[config.mk]
export PLATFORM = sky130hd
export DESIGN_NAME = ad7276_emu
export DESIGN_NICKNAME = d
export VERILOG_FILES = /design/src/rtl/ad7276_emu_pkg.sv /design/src/rtl/ad7276_emu_sync_edge_det.sv /design/src/rtl/ad7276_emu.sv
export SDC_FILE = /design/constraint.sdc
export NUM_CORES = 1
export LEC_CHECK = 0
export BUFFER_PORTS_ARGS = -buffer_cell sky130_fd_sc_hd__buf_2
export CORE_MARGIN = 8
export CORE_UTILIZATION = 55
export CTS_CLUSTER_SIZE = 30
export DETAILED_ROUTE_END_ITERATION = 8
export PLACE_DENSITY_LB_ADDON = 0.05
export REMOVE_ABC_BUFFERS = 1
export SYNTH_ARGS = -nofsm -noshare
export SYNTH_HDL_FRONTEND = slang
export SYNTH_HIERARCHICAL = 1
export SYNTH_SLANG_ARGS = --single-unit
[constraint.sdc]
create_clock -name CLK100MHz -period 4 [get_ports CLK100MHz]
set_input_delay 0.6 -clock CLK100MHz [delete_from_list [all_inputs] [get_ports CLK100MHz]]
set_output_delay 0.6 -clock CLK100MHz [all_outputs]
set_load 0.1 [all_outputs]
[src/rtl/ad7276_emu_pkg.sv]
// Shared state encoding and constants for the AD7276 ADC serial-interface emulator.
package ad7276_emu_pkg;

  localparam int DEFAULT_LEAD_ZEROS = 2;
  localparam int UNDERRUN_CNT_W     = 16;

  typedef enum logic [1:0] {
    IDLE,
    LEAD,
    DATA,
    TRAIL
  } emu_state_t;

  // Event counters stick at all-ones instead of wrapping.
  function automatic logic [UNDERRUN_CNT_W-1:0] sat_inc(input logic [UNDERRUN_CNT_W-1:0] v);
    return (&v) ? v : v + 1'b1;
  endfunction

endpackage

[src/rtl/ad7276_emu_sync_edge_det.sv]
// Multi-stage synchronizer for one asynchronous pin, with registered one-cycle
// rise/fall pulses taken from the synchronized copy.
module sync_edge_det #(
  parameter int SYNC_STAGES = 2
) (
  input  logic clock,
  input  logic reset,
  input  logic async_in,
  output logic rise,
  output logic fall
);

  logic [SYNC_STAGES-1:0] sync_q;
  logic                   prev_q;

  // Flops reset high so an idle-high line never produces a spurious edge.
  always_ff @(posedge clock) begin
    if (reset) begin
      sync_q <= '1;
      prev_q <= 1'b1;
      rise   <= 1'b0;
      fall   <= 1'b0;
    end else begin
      sync_q[0] <= async_in;
      for (int i = 1; i < SYNC_STAGES; i++) begin
        sync_q[i] <= sync_q[i-1];
      end
      prev_q <= sync_q[SYNC_STAGES-1];
      rise   <= ~prev_q &  sync_q[SYNC_STAGES-1];
      fall   <=  prev_q & ~sync_q[SYNC_STAGES-1];
    end
  end

endmodule

[src/rtl/ad7276_emu.sv]
// AD7276 serial ADC emulator: serializes held samples on the master's cs/sclk.
// Optional ramp test pattern is enabled with `define AD7276_EMU_TEST_PATTERN_EN.
module ad7276_emu
  import ad7276_emu_pkg::*;
#(
  parameter int ADC_LENGTH  = 12,
  parameter int LEAD_ZEROS  = DEFAULT_LEAD_ZEROS,
  parameter int SYNC_STAGES = 2
) (
  input  logic                      CLK100MHz,
  input  logic                      RESET,
`ifdef AD7276_EMU_TEST_PATTERN_EN
  input  logic                      tp_en,
`endif
  input  logic [ADC_LENGTH-1:0]     s_tdata,
  input  logic                      s_tvalid,
  output logic                      s_tready,
  input  logic                      cs,
  input  logic                      sclk,
  output logic                      sdata,
  output logic                      sdata_oe,
  output logic                      busy,
  output logic                      frame_done,
  output logic                      underrun,
  output logic [UNDERRUN_CNT_W-1:0] underrun_cnt
);

  localparam int              CNT_W     = $clog2(ADC_LENGTH + LEAD_ZEROS + 1);
  localparam logic [CNT_W-1:0] LEAD_LAST = CNT_W'(LEAD_ZEROS - 1);
  localparam logic [CNT_W-1:0] DATA_LAST = CNT_W'(ADC_LENGTH - 2);

  logic cs_rise, cs_fall, sclk_fall, sclk_rise_unused;

  sync_edge_det #(.SYNC_STAGES(SYNC_STAGES)) u_cs_sync (
    .clock    (CLK100MHz),
    .reset    (RESET),
    .async_in (cs),
    .rise     (cs_rise),
    .fall     (cs_fall)
  );

  sync_edge_det #(.SYNC_STAGES(SYNC_STAGES)) u_sclk_sync (
    .clock    (CLK100MHz),
    .reset    (RESET),
    .async_in (sclk),
    .rise     (sclk_rise_unused),
    .fall     (sclk_fall)
  );

  emu_state_t                state_q, state_d;
  logic [CNT_W-1:0]          bit_cnt_q, bit_cnt_d;
  logic [ADC_LENGTH-1:0]     shift_q, shift_d;
  logic [ADC_LENGTH-1:0]     sample_q, sample_d;
  logic [ADC_LENGTH-1:0]     last_q, last_d;
  logic                      full_q, full_d;
  logic                      sdata_q, sdata_d;
  logic                      oe_q, oe_d;
  logic                      fd_q, fd_d;
  logic                      ur_q, ur_d;
  logic [UNDERRUN_CNT_W-1:0] ucnt_q, ucnt_d;
  logic                      handshake;
`ifdef AD7276_EMU_TEST_PATTERN_EN
  logic [ADC_LENGTH-1:0]     ramp_q, ramp_d;

  assign s_tready = ~full_q & ~tp_en;
`else
  assign s_tready = ~full_q;
`endif

  assign handshake = s_tvalid & s_tready;

  // Next-state and datapath: frame sequencing, sample holding and underrun tracking.
  always_comb begin
    state_d   = state_q;
    bit_cnt_d = bit_cnt_q;
    shift_d   = shift_q;
    sample_d  = sample_q;
    last_d    = last_q;
    full_d    = full_q;
    sdata_d   = sdata_q;
    oe_d      = oe_q;
    fd_d      = 1'b0;
    ur_d      = 1'b0;
    ucnt_d    = ucnt_q;
`ifdef AD7276_EMU_TEST_PATTERN_EN
    ramp_d    = ramp_q;
`endif

    if (handshake) begin
      sample_d = s_tdata;
      full_d   = 1'b1;
    end

    case (state_q)
      IDLE: begin
        if (cs_fall) begin
          state_d   = LEAD;
          bit_cnt_d = '0;
          sdata_d   = 1'b0;
          oe_d      = 1'b1;
`ifdef AD7276_EMU_TEST_PATTERN_EN
          if (tp_en) begin
            shift_d = ramp_q;
            ramp_d  = ramp_q + 1'b1;
          end else
`endif
          if (full_q) begin
            shift_d = sample_q;
            last_d  = sample_q;
            full_d  = 1'b0;
          end else if (handshake) begin
            // A sample arriving exactly at frame start goes straight to the shifter.
            shift_d = s_tdata;
            last_d  = s_tdata;
            full_d  = 1'b0;
          end else begin
            shift_d = last_q;
            ur_d    = 1'b1;
            ucnt_d  = sat_inc(ucnt_q);
          end
        end
      end

      LEAD: begin
        if (cs_rise) begin
          state_d = IDLE;
          oe_d    = 1'b0;
          sdata_d = 1'b0;
        end else if (sclk_fall) begin
          if (bit_cnt_q == LEAD_LAST) begin
            state_d   = DATA;
            bit_cnt_d = '0;
            sdata_d   = shift_q[ADC_LENGTH-1];
            shift_d   = shift_q << 1;
          end else begin
            bit_cnt_d = bit_cnt_q + 1'b1;
            sdata_d   = 1'b0;
          end
        end
      end

      DATA: begin
        if (cs_rise) begin
          state_d = IDLE;
          oe_d    = 1'b0;
          sdata_d = 1'b0;
        end else if (sclk_fall) begin
          sdata_d = shift_q[ADC_LENGTH-1];
          shift_d = shift_q << 1;
          if (bit_cnt_q == DATA_LAST) begin
            state_d = TRAIL;
            fd_d    = 1'b1;
          end else begin
            bit_cnt_d = bit_cnt_q + 1'b1;
          end
        end
      end

      TRAIL: begin
        if (cs_rise) begin
          state_d = IDLE;
          oe_d    = 1'b0;
          sdata_d = 1'b0;
        end else if (sclk_fall) begin
          sdata_d = 1'b0;
        end
      end

      default: begin
        state_d = IDLE;
        oe_d    = 1'b0;
        sdata_d = 1'b0;
      end
    endcase
  end

  // State and datapath registers; reset abandons any frame in flight.
  always_ff @(posedge CLK100MHz) begin
    if (RESET) begin
      state_q   <= IDLE;
      bit_cnt_q <= '0;
      shift_q   <= '0;
      sample_q  <= '0;
      last_q    <= '0;
      full_q    <= 1'b0;
      sdata_q   <= 1'b0;
      oe_q      <= 1'b0;
      fd_q      <= 1'b0;
      ur_q      <= 1'b0;
      ucnt_q    <= '0;
`ifdef AD7276_EMU_TEST_PATTERN_EN
      ramp_q    <= '0;
`endif
    end else begin
      state_q   <= state_d;
      bit_cnt_q <= bit_cnt_d;
      shift_q   <= shift_d;
      sample_q  <= sample_d;
      last_q    <= last_d;
      full_q    <= full_d;
      sdata_q   <= sdata_d;
      oe_q      <= oe_d;
      fd_q      <= fd_d;
      ur_q      <= ur_d;
      ucnt_q    <= ucnt_d;
`ifdef AD7276_EMU_TEST_PATTERN_EN
      ramp_q    <= ramp_d;
`endif
    end
  end

  assign sdata        = sdata_q;
  assign sdata_oe     = oe_q;
  assign busy         = (state_q != IDLE);
  assign frame_done   = fd_q;
  assign underrun     = ur_q;
  assign underrun_cnt = ucnt_q;

endmodule

=== After elaboration in Yosys (flattened, before gate mapping) ===
Index checks and enable logic that the tools add are counted.

* Flip-flop bits (word level): 72
* Input bits: 17
* Output and inout bits: 22
* Word-level logic and storage cells: 112

* Add/sub/neg operators: 2
* Equality and inequality tests: 19
* Multiplexer cells: 45
* Bitwise logic cells: 14
* Reductions and logical operators: 14

{| class="wikitable"
|+ Operators by type and width
! cell !! count
|-
| $mux W12 || 8
|-
| $pmux W12 S3 || 1
|-
| $mux W4 || 7
|-
| $mux W1 || 17
|-
| $add A16 B1 Y16 const B || 1
|-
| $mux W2 || 8
|-
| $reduce_and A16 Y1 || 1
|-
| $reduce_and A7 Y1 || 2
|-
| $pmux W4 S3 || 1
|-
| $ne A2 B1 Y1 const B || 5
|-
| $not A1 Y1 || 10
|-
| $ne A3 B1 Y1 const B || 3
|-
| $ne A2 B2 Y1 const B || 4
|-
| $pmux W2 S4 || 1
|-
| $reduce_or A4 Y1 || 2
|-
| $ne A3 B2 Y1 const B || 2
|-
| $reduce_and A6 Y1 || 1
|-
| $reduce_and A5 Y1 || 1
|-
| $add A4 B1 Y4 const B || 1
|-
| $and A1 B1 Y1 || 4
|-
| $eq A2 B2 Y1 const B || 2
|-
| $eq A4 B1 Y1 const B || 1
|-
| $eq A4 B4 Y1 const B || 1
|-
| $pmux W1 S4 || 1
|-
| other kinds (8) || 9
|}

=== Longest topological paths before layout ===
Gate-level depths: netlist (run 1).

* Depth in word-level cells: 7
* Mapped depth: 8
* Gate-level depth less buffers: 6

=== By module ===
The synthesis (run 1) kept the hierarchy.

{| class="wikitable"
|+ By module, submodules not included
! module !! times used !! cells an instance !! area an instance (um^2) !! seq. area each (um^2)
|-
| ad7276_emu || 1 || 389 || 3241.9 || 1261.2
|-
| sync_edge_det || 2 || 10 || 133.9 || 100.1
|}

=== Worst setup path before layout (run 1) ===
Ideal clock, no wire load.

* Kind: reg-to-reg
* Start point: reg ucnt_q[0] (netlist: underrun_cnt[0])
* End point: reg ucnt_q[13] (netlist: underrun_cnt[13])
* Library setup time: 0.121 ns
* Arrival: 2.337 ns
* Required time: 3.879 ns
* Setup slack: 1.543 ns
* Stages on the path, launching flop included: 7
* Buffers on the path: 1
* Clock period less this slack: 2.457 ns
* Cells stage by stage: dfxtp_1 ha_1 nand3_1 nor4_2 buf_4 nor3_1 mux2_2

* Cells in the longest elaborated chain, start to end: 3
* Elaborated cells between the ends (all ways): 4
* Classes of those cells: 1 x add/sub; 1 x bitwise; 2 x reduce/logical

{| class="wikitable"
|+ Ends and longest elaborated chain
! what !! line !! RTL
|-
| start, declared || ad7276_emu.sv:60 || <nowiki>logic [UNDERRUN_CNT_W-1:0] ucnt_q, ucnt_d;</nowiki>
|-
| start signal, assigned || ad7276_emu.sv:205 || <nowiki>ucnt_q <= ucnt_d;</nowiki>
|-
| branches (longest 3 deep; another with $add A16 B1 Y16) || n/a ||
|}

Parallel ways; which one is timed is not known.
A chain may end at the register's enable or synchronous reset.

=== Final worst setup path (run 1) ===
* Start point: reg state_q[1]
* End point: reg ucnt_q[4] (netlist: underrun_cnt[4])

* Cells in the longest elaborated chain, start to end: 2

{| class="wikitable"
|+ Ends and longest elaborated chain
! what !! line !! RTL
|-
| start, declared || ad7276_emu.sv:50 || <nowiki>emu_state_t state_q, state_d;</nowiki>
|-
| start signal, assigned || ad7276_emu.sv:195 || <nowiki>state_q <= state_d;</nowiki>
|-
| $logic_not A2 Y1 || ad7276_emu.sv:94 || <nowiki>case (state_q)</nowiki>
|-
| $reduce_and A5 Y1 (no line) || n/a ||
|}

No other way between the ends.

==> out/results.txt, run 1 <==
clock latency at the later pin of the worst-skew pair: 340 ps
DRC violation total after the first TritonRoute iteration: 202
post-CTS setup buffer count: 0
Antenna Violating Nets Remaining: 0
number of primary I/O pins: 39
critical path's largest stage delay: 660 ps
Slew Limit Headroom: 36.0%
Worst Path Arrival: 2860 ps
Net Sw Power: 497 uW
layer with the highest usage after global routing: met2
Cell Chain, Critical Path: inv_1, ha_1, and2_0, nand2_1, or4_1, a21oi_1
first-pass detailed-route iteration total: 4
H-Tree Level Count: 3
total via count in the routed design: 2945
largest net degree at the start of global routing: 51
GRT met2 Usage: 29.7%
Period minus WS final: 2600 ps
Post-DP HPWL: 5.04 mm
sum of overflow across all layers after global routing: 0
slowest CP cell: sky130_fd_sc_hd__and2_0
Hold/Removal Path Class: flip-flop to flip-flop
initial core utilization: 55.8%
share of total power in the clock network: 40.6%
launching element of the worst setup path: state_q[1]
internal reg-to-reg setup slack: 1400 ps
mean routed wirelength per cell: 14.8 um
final layout net count: 461
commonest cells after routing, fill and taps aside: sky130_fd_sc_hd__dfxtp_1, sky130_fd_sc_hd__nand2_1, sky130_fd_sc_hd__a21oi_1
setup repair after global routing missed its margin: no
number of warnings reported in the yosys synthesis log: 6
Final Routed Wirelength: 7.60 mm
die area: 0.00913 mm2
maximum VDD drop: 0.000324 V
slew of the pin with the lowest slew margin: 958 ps
port bufs: 38
element type at the critical path end: flip-flop
worst clock skew on the final layout: 8.97 ps
total of fill cells in the finished design: 603
vias in the first global route: 2898
Resize count post-CTS: 0
leading cell type in the layout, fill and taps excluded: sky130_fd_sc_hd__dfxtp_1
average size of a mapped cell: 8.56 um2
global routing met3 resource utilization: 3.62%
TNS Setup: 0 ps
clock-pin slew on the worst setup and hold paths: 70 ps
total count of hold-check failures in the final report: 0
TritonCTS clock tree: yes
hold buffer count at cts: 0
share of total power consumed by net switching: 27.1%
maximum achievable frequency: 385 MHz
antenna violations before repair: 0
wire length of the first global-routing pass: 13.1 mm
Cell Area, Synth: 0.00348 mm2
Internal Dissipation: 1340 uW
largest buffer count on any clock path: 2
final standard cell area without fillers: 0.00391 mm2
reg-to-reg critical path endpoint: underrun_cnt[4]
standby leakage power: 0.00144 uW
Num CTS Buffers: 9
R2R cell count: 6
portion of total power attributed to combinational logic: 16.2%
global routing usage on met1: 22.2%
Reg power frac: 43.2%
critical path startpoint category: flip-flop
placed instance area: 0.00366 mm2
Root Buffer: sky130_fd_sc_hd__clkbuf_8
RePlAce Congestion: 0.870
Chip Height: 95.6 um
placeable core region: 0.00624 mm2
all-layer global routing usage: 17.9%
diodes inserted: 0
P&R area growth vs syn: 12.4%
final-report max-slew violation count: 0
Req. time, crit path: 4260 ps
Clock Sinks: 72
Site Rows: 29
Max-Cap Viols: 0
number of endpoints failing setup at the final stage: 0
Power Density: 468 mW/mm2
crit path capture: underrun_cnt[4]
Max Fanout on Critical Path: 14
RR Startpoint: state_q[1]
width of the chip: 95.6 um
layout cells sized above 1: 15.5%
count of unresolved DRC violations after routing: 0
average vias per placed instance: 5.72
status: finished clean
worst setup path class: flip-flop to flip-flop
Final Cycle Share: 64.9%
synthesized netlist cell count: 407
[power groups by stage]
stage          Clock, uW  Combinational, uW  Sequential, uW
4_1_cts              755                297             792
6_report             744                296             792
3_5_place_dp           0                297             808
5_1_grt              787                332             798
2_1_floorplan          0                206             819
3_3_place_gp           0                292             807
[layer usage]
metal	wire length [um]	vias to the layer above	share of wire, %
met5	0	-	0
met4	104	0	1.4
met2	3550	43	47
met1	3700	1380	49
li1	-	1513	-
met3	239	9	3.1
[critical path, delay by kind of cell (launching register included)]
| family | cells | cell delay (ps) |
|---|---|---|
| buf+inv | 1 | 130 |
| flops | 1 | 340 |
| fa+ha+maj | 1 | 270 |
| simple gates | 3 | 1610 |
| compound gates | 1 | 170 |
[worst min-delay path by stage]
stage,depth (start not counted),startpoint,slack [ps],endpoint
2_1_floorplan,1,u_cs_sync/sync_q[0],380,u_cs_sync/sync_q[1]
3_3_place_gp,1,u_sclk_sync/sync_q[0],390,u_sclk_sync/sync_q[1]
3_5_place_dp,1,u_cs_sync/sync_q[0],390,u_cs_sync/sync_q[1]
4_1_cts,1,u_cs_sync/sync_q[0],410,u_cs_sync/sync_q[1]
5_1_grt,1,u_cs_sync/sync_q[0],430,u_cs_sync/sync_q[1]
6_report,1,u_cs_sync/sync_q[0],410,u_cs_sync/sync_q[1]
[through the flow]
step / hold slack, ps / worst slack (ps) / total power (uW) / cells / util, %
after floorplan: 383 / 1350 / 1020 / 384 / -
after global placement: 393 / 1530 / 1100 / 500 / 58.6
after detailed placement: 394 / 1420 / 1100 / 500 / 58.6
after CTS: 414 / 1400 / 1840 / 515 / 62.7
after global routing: 426 / 1180 / 1920 / 515 / 62.7
final: 409 / 1400 / 1830 / 515 / 62.7
[registers in the layout, indices dropped and copies added, names as in the netlist]
register and count:
u_cs_sync/sync_q 2, u_cs_sync/fall 1, state_q 2, underrun_cnt 16, sample_q 12, u_sclk_sync/sync_q 2, full_q 1, shift_q 12
u_cs_sync/rise 1, sdata_oe 1, sdata 1, u_sclk_sync/fall 1, frame_done 1, last_q 12, u_sclk_sync/prev_q 1, u_cs_sync/prev_q 1
bit_cnt_q 4, underrun 1
[final cells by class]
type / count / area, um2 / share of cell area (%)
clock buffers: 9 / 124 / 3.16
multi-input cells: 300 / 1880 / 48.0
inverters: 12 / 45.0 / 1.15
clock inverters: 6 / 133 / 3.39
flip-flops and latches: 72 / 1440 / 36.8
repair buffers: 39 / 198 / 5.05
well taps: 77 / 96.3 / 2.46
Power figures use the tool's default switching activity.
==> run 2, diff against run 1 <==
--- a/config.mk
+++ b/config.mk
@@ -7,7 +7,7 @@
 export LEC_CHECK = 0
 export BUFFER_PORTS_ARGS = -buffer_cell sky130_fd_sc_hd__buf_2
 export CORE_MARGIN = 8
-export CORE_UTILIZATION = 55
+export CORE_UTILIZATION = 53
 export CTS_CLUSTER_SIZE = 30
 export DETAILED_ROUTE_END_ITERATION = 8
 export PLACE_DENSITY_LB_ADDON = 0.05
==> constraint.sdc (replaced) <==
create_clock -name CLK100MHz -period 2.35 [get_ports CLK100MHz]
set_input_delay 0.3525 -clock CLK100MHz [delete_from_list [all_inputs] [get_ports CLK100MHz]]
set_output_delay 0.3525 -clock CLK100MHz [all_outputs]
set_load 0.1 [all_outputs]
==> run 2 against run 1 <==
Total power up 62%. Clock-buffer cell count is 1 higher. Cell count up 2.1%. Sequential share of layout area shrank 0.49 points. Setup slack got worse by 1100 ps. Hold slack got worse by 220 ps. Combinational power up 84%. Core utilization shrank 0.25 points. Highest routed layer unchanged. Non-clock buffer count grew 10. Via count up 2.0%.
==> out/results.txt, run 2 (same netlist as run 1, synthesis figures left out) <==
status: finished clean
RePlAce Congestion: 0.873 (+0.34%)
largest buffer count on any clock path: 2 (unchanged)
placeable core region: 0.00635 mm2 (+1.7%)
Clock Sinks: 72 (unchanged)
element type at the critical path end: flip-flop
H-Tree Level Count: 3 (unchanged)
antenna violations before repair: 0 (unchanged)
total via count in the routed design: 3004 (+2.0%)
Max-Cap Viols: 0 (unchanged)
P&R area growth vs syn: 13.9%
final standard cell area without fillers: 0.00397 mm2 (+1.3%)
Final Cycle Share: 87.6% (+23 points)
worst setup path class: flip-flop to flip-flop
layout cells sized above 1: 17.4% (+1.8 points)
initial core utilization: 54.8% (-0.96 points)
Max Fanout on Critical Path: 11 (-3)
Antenna Violating Nets Remaining: 0 (unchanged)
power after layout: 2960 uW (+62%)
final-report max-slew violation count: 0 (unchanged)
commonest cells after routing, fill and taps aside: sky130_fd_sc_hd__dfxtp_1, sky130_fd_sc_hd__nand2_1, sky130_fd_sc_hd__a21oi_1
standby leakage power: 0.00147 uW (+2.6%)
Hold/Removal Path Class: primary input to flip-flop
average vias per placed instance: 5.71 (-0.13%)
width of the chip: 97.1 um (+1.6%)
Power Density: 747 mW/mm2 (+59%)
vias in the first global route: 2905 (+0.24%)
maximum achievable frequency: 486 MHz (+26%)
R2R cell count: 7 (+1)
Slew Limit Headroom: 62.0% (+26 points)
post-placement worst setup slack: 321 ps (-1100 ps)
final layout net count: 471 (+2.2%)
number of primary I/O pins: 39 (unchanged)
Post-DP HPWL: 5.28 mm (+4.8%)
setup slack after layout: 292 ps (-1110 ps)
post-CTS setup buffer count: 0 (unchanged)
internal reg-to-reg setup slack: 290 ps (-1110 ps)
critical path startpoint category: flip-flop
Site Rows: 29 (unchanged)
diodes inserted: 0 (unchanged)
clock latency at the later pin of the worst-skew pair: 340 ps (about the same)
Root Buffer: sky130_fd_sc_hd__clkbuf_8
leading cell type in the layout, fill and taps excluded: sky130_fd_sc_hd__dfxtp_1
number of endpoints failing setup at the final stage: 0 (unchanged)
total count of hold-check failures in the final report: 0 (unchanged)
largest net degree at the start of global routing: 37 (-27%)
Req. time, crit path: 2570 ps (-1690 ps)
sum of overflow across all layers after global routing: 0 (unchanged)
slew of the pin with the lowest slew margin: 566 ps (-392 ps)
Chip Height: 97.1 um (+1.6%)
RR Startpoint: state_q[0]
Worst Path Arrival: 2280 ps (-580 ps)
Largest register FFs: 16 (unchanged)
worst clock skew on the final layout: 10.2 ps (+1.23 ps)
Resize count post-CTS: 0 (unchanged)
hold buffer count at cts: 0 (unchanged)
port bufs: 38 (unchanged)
launching element of the worst setup path: state_q[0]
Period minus WS final: 2060 ps (-540 ps)
DRC violation total after the first TritonRoute iteration: 163 (-19%)
first-pass detailed-route iteration total: 4 (unchanged)
TritonCTS clock tree: yes
maximum VDD drop: 0.000523 V (+61%)
crit path capture: shift_q[4]
placed instance area: 0.00374 mm2 (+2.4%)
Num CTS Buffers: 9 (unchanged)
mean routed wirelength per cell: 14.6 um (-1.0%)
setup repair after global routing missed its margin: no
all-layer global routing usage: 16.4% (-1.6 points)
clock-pin slew on the worst setup and hold paths: 80 ps (about the same)
Final Routed Wirelength: 7.68 mm (+1.1%)
reg-to-reg critical path endpoint: shift_q[4]
total of fill cells in the finished design: 574 (-4.8%)
wire length of the first global-routing pass: 13.3 mm (+0.94%)
count of unresolved DRC violations after routing: 0 (unchanged)
die area: 0.00942 mm2 (+3.1%)
==> run 2: layout make-up <==
type / instances / area, um2 / share of cell area [%]
well taps: 77 / 96.3 / 2.43
clock buffers: 10 / 128 / 3.22
clock inverters: 6 / 93.8 / 2.37
flip-flops and latches: 72 / 1440 / 36.3
inverters: 12 / 45.0 / 1.14
repair buffers: 49 / 285 / 7.19
multi-input cells: 300 / 1880 / 47.3
==> run 2: worst min-delay path by stage <==
| stage | start | endpoint | slack (ps) | cells past startpoint |
|---|---|---|---|---|
| after floorplan | u_cs_sync/sync_q[0] | u_cs_sync/sync_q[1] | 380 | 1 |
| after global placement | u_sclk_sync/sync_q[0] | u_sclk_sync/sync_q[1] | 400 | 1 |
| after detailed placement | u_sclk_sync/sync_q[0] | u_sclk_sync/sync_q[1] | 400 | 1 |
| after CTS | cs | u_cs_sync/sync_q[0] | 180 | 2 |
| after global routing | cs | u_cs_sync/sync_q[0] | 190 | 2 |
| final | cs | u_cs_sync/sync_q[0] | 190 | 2 |
==> run 2: critical path, cell delays in order, from the launching register on <==
cell and delay [ps]:
sky130_fd_sc_hd__dfxtp_1 410, sky130_fd_sc_hd__inv_1 110, sky130_fd_sc_hd__ha_1 290, sky130_fd_sc_hd__or2_2 360, sky130_fd_sc_hd__a211o_1 340, sky130_fd_sc_hd__a21oi_1 140
sky130_fd_sc_hd__buf_4 200, sky130_fd_sc_hd__a211oi_1 90
==> run 2: power by group <==
part | switching, uW | internal [uW]
sequential | 42.5 | 1300
combinational | 351 | 193
clock | 475 | 603
total | 869 | 2090
==> run 2: per-stage QoR <==
step | cells | TNS (ps) | util [%] | hold slack, ps
after CTS | 526 | 0 | 62.5 | 175
after detailed placement | 510 | 0 | 59.0 | 401
after global placement | 510 | 0 | 59.0 | 399
final | 526 | 0 | 62.5 | 190
after floorplan | 384 | -1210 | - | 383
after global routing | 526 | 0 | 62.5 | 191
==> run 2: routing by layer <==
layer / share of wire, % / GRT usage, % / wire length (um) / up-vias
li1: - / - / - / 1527
met5: 0 / 0 / 0 / -
met3: 3.8 / 4.13 / 291 / 6
met1: 48 / 20.0 / 3670 / 1427
met4: 0.92 / 6.04 / 71 / 0
met2: 48 / 26.9 / 3650 / 44
==> run 3, diff against run 2 <==
--- a/config.mk
+++ b/config.mk
@@ -7,12 +7,11 @@
 export LEC_CHECK = 0
 export BUFFER_PORTS_ARGS = -buffer_cell sky130_fd_sc_hd__buf_2
 export CORE_MARGIN = 8
-export CORE_UTILIZATION = 53
+export CORE_UTILIZATION = 52
 export CTS_CLUSTER_SIZE = 30
 export DETAILED_ROUTE_END_ITERATION = 8
 export PLACE_DENSITY_LB_ADDON = 0.05
 export REMOVE_ABC_BUFFERS = 1
 export SYNTH_ARGS = -nofsm -noshare
 export SYNTH_HDL_FRONTEND = slang
-export SYNTH_HIERARCHICAL = 1
 export SYNTH_SLANG_ARGS = --single-unit
==> run 3 against run 2 <==
Register-to-register slack got worse by 60 ps. Sequential share of layout area fell by 0.080 points. Clock-buffer cell count did not move. Global-route usage rose by 1.0 points. Critical path depth fell by 1. Critical path type unchanged. Non-clock buffer count fell by 1.
==> out/results.txt, run 3 <==
commonest cells after routing, fill and taps aside: sky130_fd_sc_hd__nand2_1, sky130_fd_sc_hd__dfxtp_1, sky130_fd_sc_hd__a21oi_1
diodes inserted: 0 (unchanged)
TritonCTS clock tree: yes
sum of overflow across all layers after global routing: 0 (unchanged)
Chip Height: 97.8 um (+0.78%)
width of the chip: 97.8 um (+0.78%)
top area cells in the synthesized netlist: sky130_fd_sc_hd__dfxtp_1, sky130_fd_sc_hd__nand2_1, sky130_fd_sc_hd__a21oi_1
total count of hold-check failures in the final report: 0 (unchanged)
Cell Area, Synth: 0.00348 mm2 (about the same)
Reg power frac: 44.6% (-0.6 points)
maximum achievable frequency: 471 MHz (-3.0%)
Cell Chain, Critical Path: inv_1, ha_1, nand4bb_4, or4_4, nor4_2, mux2_1
die area: 0.00957 mm2 (+1.6%)
element type at the critical path end: flip-flop
Largest register FFs: 16 (unchanged)
Net Sw Power: 881 uW (+1.4%)
cell type with the largest total area after synthesis: sky130_fd_sc_hd__dfxtp_1
Max-Cap Viols: 0 (unchanged)
share of total power consumed by net switching: 29.3% (about the same)
Post-Layout Cell Count: 534 (+1.5%)
hold buffer count at cts: 0 (unchanged)
Power Density: 755 mW/mm2 (+1.2%)
Final Routed Wirelength: 8.17 mm (+6.3%)
leading cell type in the layout, fill and taps excluded: sky130_fd_sc_hd__nand2_1
Site Rows: 30 (+3.4%)
number of enable flip-flop cells after synthesis: 0
Num CTS Buffers: 9 (unchanged)
placeable core region: 0.00664 mm2 (+4.6%)
Post-Place Cells: 519 (+1.8%)
P&R area growth vs syn: 14.2%
Yosys top cell area share: 41.4%
portion of total power attributed to combinational logic: 19.0% (+0.6 points)
initial core utilization: 52.4% (-2.4 points)
RePlAce Congestion: 0.844 (-3.3%)
Worst Path Arrival: 2350 ps (+70 ps)
Slew Limit Headroom: 58.3% (-3.7 points)
standby leakage power: 0.00149 uW (+1.4%)
critical path startpoint category: flip-flop
post-CTS setup buffer count: 0 (unchanged)
power after layout: 3000 uW (+1.4%)
most common cell in the synthesized netlist: sky130_fd_sc_hd__nand2_1
post-placement worst setup slack: 182 ps (-139 ps)
DRC violation total after the first TritonRoute iteration: 161 (-1.2%)
Antenna Violating Nets Remaining: 0 (unchanged)
Root Buffer: sky130_fd_sc_hd__clkbuf_8
number of endpoints failing setup at the final stage: 0 (unchanged)
vias in the first global route: 2910 (+0.17%)
final layout net count: 477 (+1.3%)
dominant synthesized flop cell: sky130_fd_sc_hd__dfxtp_1
proportion of synthesized chip area in sequential cells: 41.4%
count of unresolved DRC violations after routing: 0 (unchanged)
setup repair after global routing missed its margin: no
Post-synth ARST share: 0%
wire length of the first global-routing pass: 13.9 mm (+4.9%)
port bufs: 38 (unchanged)
RR Startpoint: state_q[0]
Max Fanout on Critical Path: 5 (-6)
largest buffer count on any clock path: 2 (unchanged)
launching element of the worst setup path: state_q[0]
count of state elements after synthesis: 72
final-report max-slew violation count: 0 (unchanged)
Post-DP HPWL: 5.63 mm (+6.7%)
first-pass detailed-route iteration total: 4 (unchanged)
Hold/Removal Path Class: primary input to flip-flop
minimum hold slack: 187 ps (-2.92 ps)
TNS Setup: 0 ps (unchanged)
number of primary I/O pins: 39 (unchanged)
total of fill cells in the finished design: 631 (+9.9%)
commonest cells in the synthesized netlist: sky130_fd_sc_hd__nand2_1, sky130_fd_sc_hd__dfxtp_1, sky130_fd_sc_hd__a21oi_1, sky130_fd_sc_hd__mux2i_1, sky130_fd_sc_hd__nor2_1
Period minus WS final: 2120 ps (+64.2 ps)
status: finished clean
Clock Sinks: 72 (unchanged)
Cell variety after synth: 52
slowest CP cell: sky130_fd_sc_hd__or4_4
number of warnings reported in the yosys synthesis log: 0 (-6)
Resize count post-CTS: 0 (unchanged)
setup slack after layout: 228 ps (-64.2 ps)
startpoint of the worst hold path: sclk
mean routed wirelength per cell: 15.3 um (+4.7%)
antenna violations before repair: 0 (unchanged)
largest net degree at the start of global routing: 39 (+5.4%)
H-Tree Level Count: 3 (unchanged)
Req. time, crit path: 2580 ps (about the same)
slew of the pin with the lowest slew margin: 626 ps (+59.4 ps)
clock latency at the later pin of the worst-skew pair: 340 ps (about the same)
worst clock skew on the final layout: 9.16 ps (-1.04 ps)
maximum VDD drop: 0.000336 V (-36%)
worst setup path class: flip-flop to flip-flop
Internal Dissipation: 2120 uW (+1.4%)
layout cells sized above 1: 17.6% (+0.25 points)
clock-pin slew on the worst setup and hold paths: 80 ps (about the same)
Final Cycle Share: 90.3% (+2.7 points)
average vias per placed instance: 5.72 (about the same)
share of total power in the clock network: 36.4% (about the same)
all-layer global routing usage: 17.4% (+1.0 points)
synthesized netlist cell count: 415 (+2.0%)
average size of a mapped cell: 8.39 um2 (-2.0%)
total via count in the routed design: 3052 (+1.6%)
critical path's largest stage delay: 560 ps (+150 ps)
==> run 3: final timing paths <==
path | to | slack (ps) | cells past startpoint
worst max-delay path | underrun_cnt[15] | 230 | 6
worst min-delay path | u_sclk_sync.sync_q[0] | 190 | 2
worst max register to register | underrun_cnt[15] | 230 | 6
worst min register to register | u_sclk_sync.fall | 410 | 2
==> run 3: final cells by class <==
type                    count  area, um2  area share [%]
inverters                  11       41.3            1.04
repair buffers             48        265            6.67
clock inverters             5       81.3            2.05
multi-input cells         308       1910            48.0
flip-flops and latches     72       1440            36.3
well taps                  80        100            2.52
clock buffers              10        138            3.46
==> run 3: cell families (layout without fill, tap and decap cells) <==
kind of cell               after synthesis  count (layout)  share of synthesized area [%]
and+or+nand+nor                        162             162                           23.5
adders and majority gates               10              10                           3.59
DFF                                     72              72                           41.4
buffers and inverters                   35              74                           4.13
muxes                                   29              29                           8.48
AOI/OAI and AO/OA                      107             107                           18.8
==> run 3: routing by layer <==
layer  GRT usage, %  part of all wire (%)  vias up  wire [um]
met5              0                     0        -          0
met4           7.43                   1.4        0        117
met3           3.06                   3.3        9        272
met2           27.3                    46       54       3770
met1           22.9                    49     1444       4000
li1               -                     -     1545          -
==> run 3: critical path: cells and delay by family (launching register included) <==
kind | cells | cell delay, ps
simple gates | 3 | 960
flops | 1 | 360
mux | 1 | 340
fa+ha+maj | 1 | 230
buf+inv | 1 | 130
==> run 3: power by group through the flow <==
stage | Combinational (uW) | Sequential, uW | Clock, uW
global route | 626 | 1350 | 1160
global placement | 547 | 1360 | 0
detailed placement | 556 | 1370 | 0
finish | 570 | 1340 | 1090
CTS | 561 | 1340 | 1110
floorplan | 359 | 1390 | 0
==> run 3: metrics by stage <==
stage / area (um2) / util (%)
3_5_place_dp: 3740 / 56.3
2_1_floorplan: 3380 / -
5_1_grt: 3980 / 59.8
4_1_cts: 3960 / 59.6
6_report: 3980 / 59.8
3_3_place_gp: 3740 / 56.3
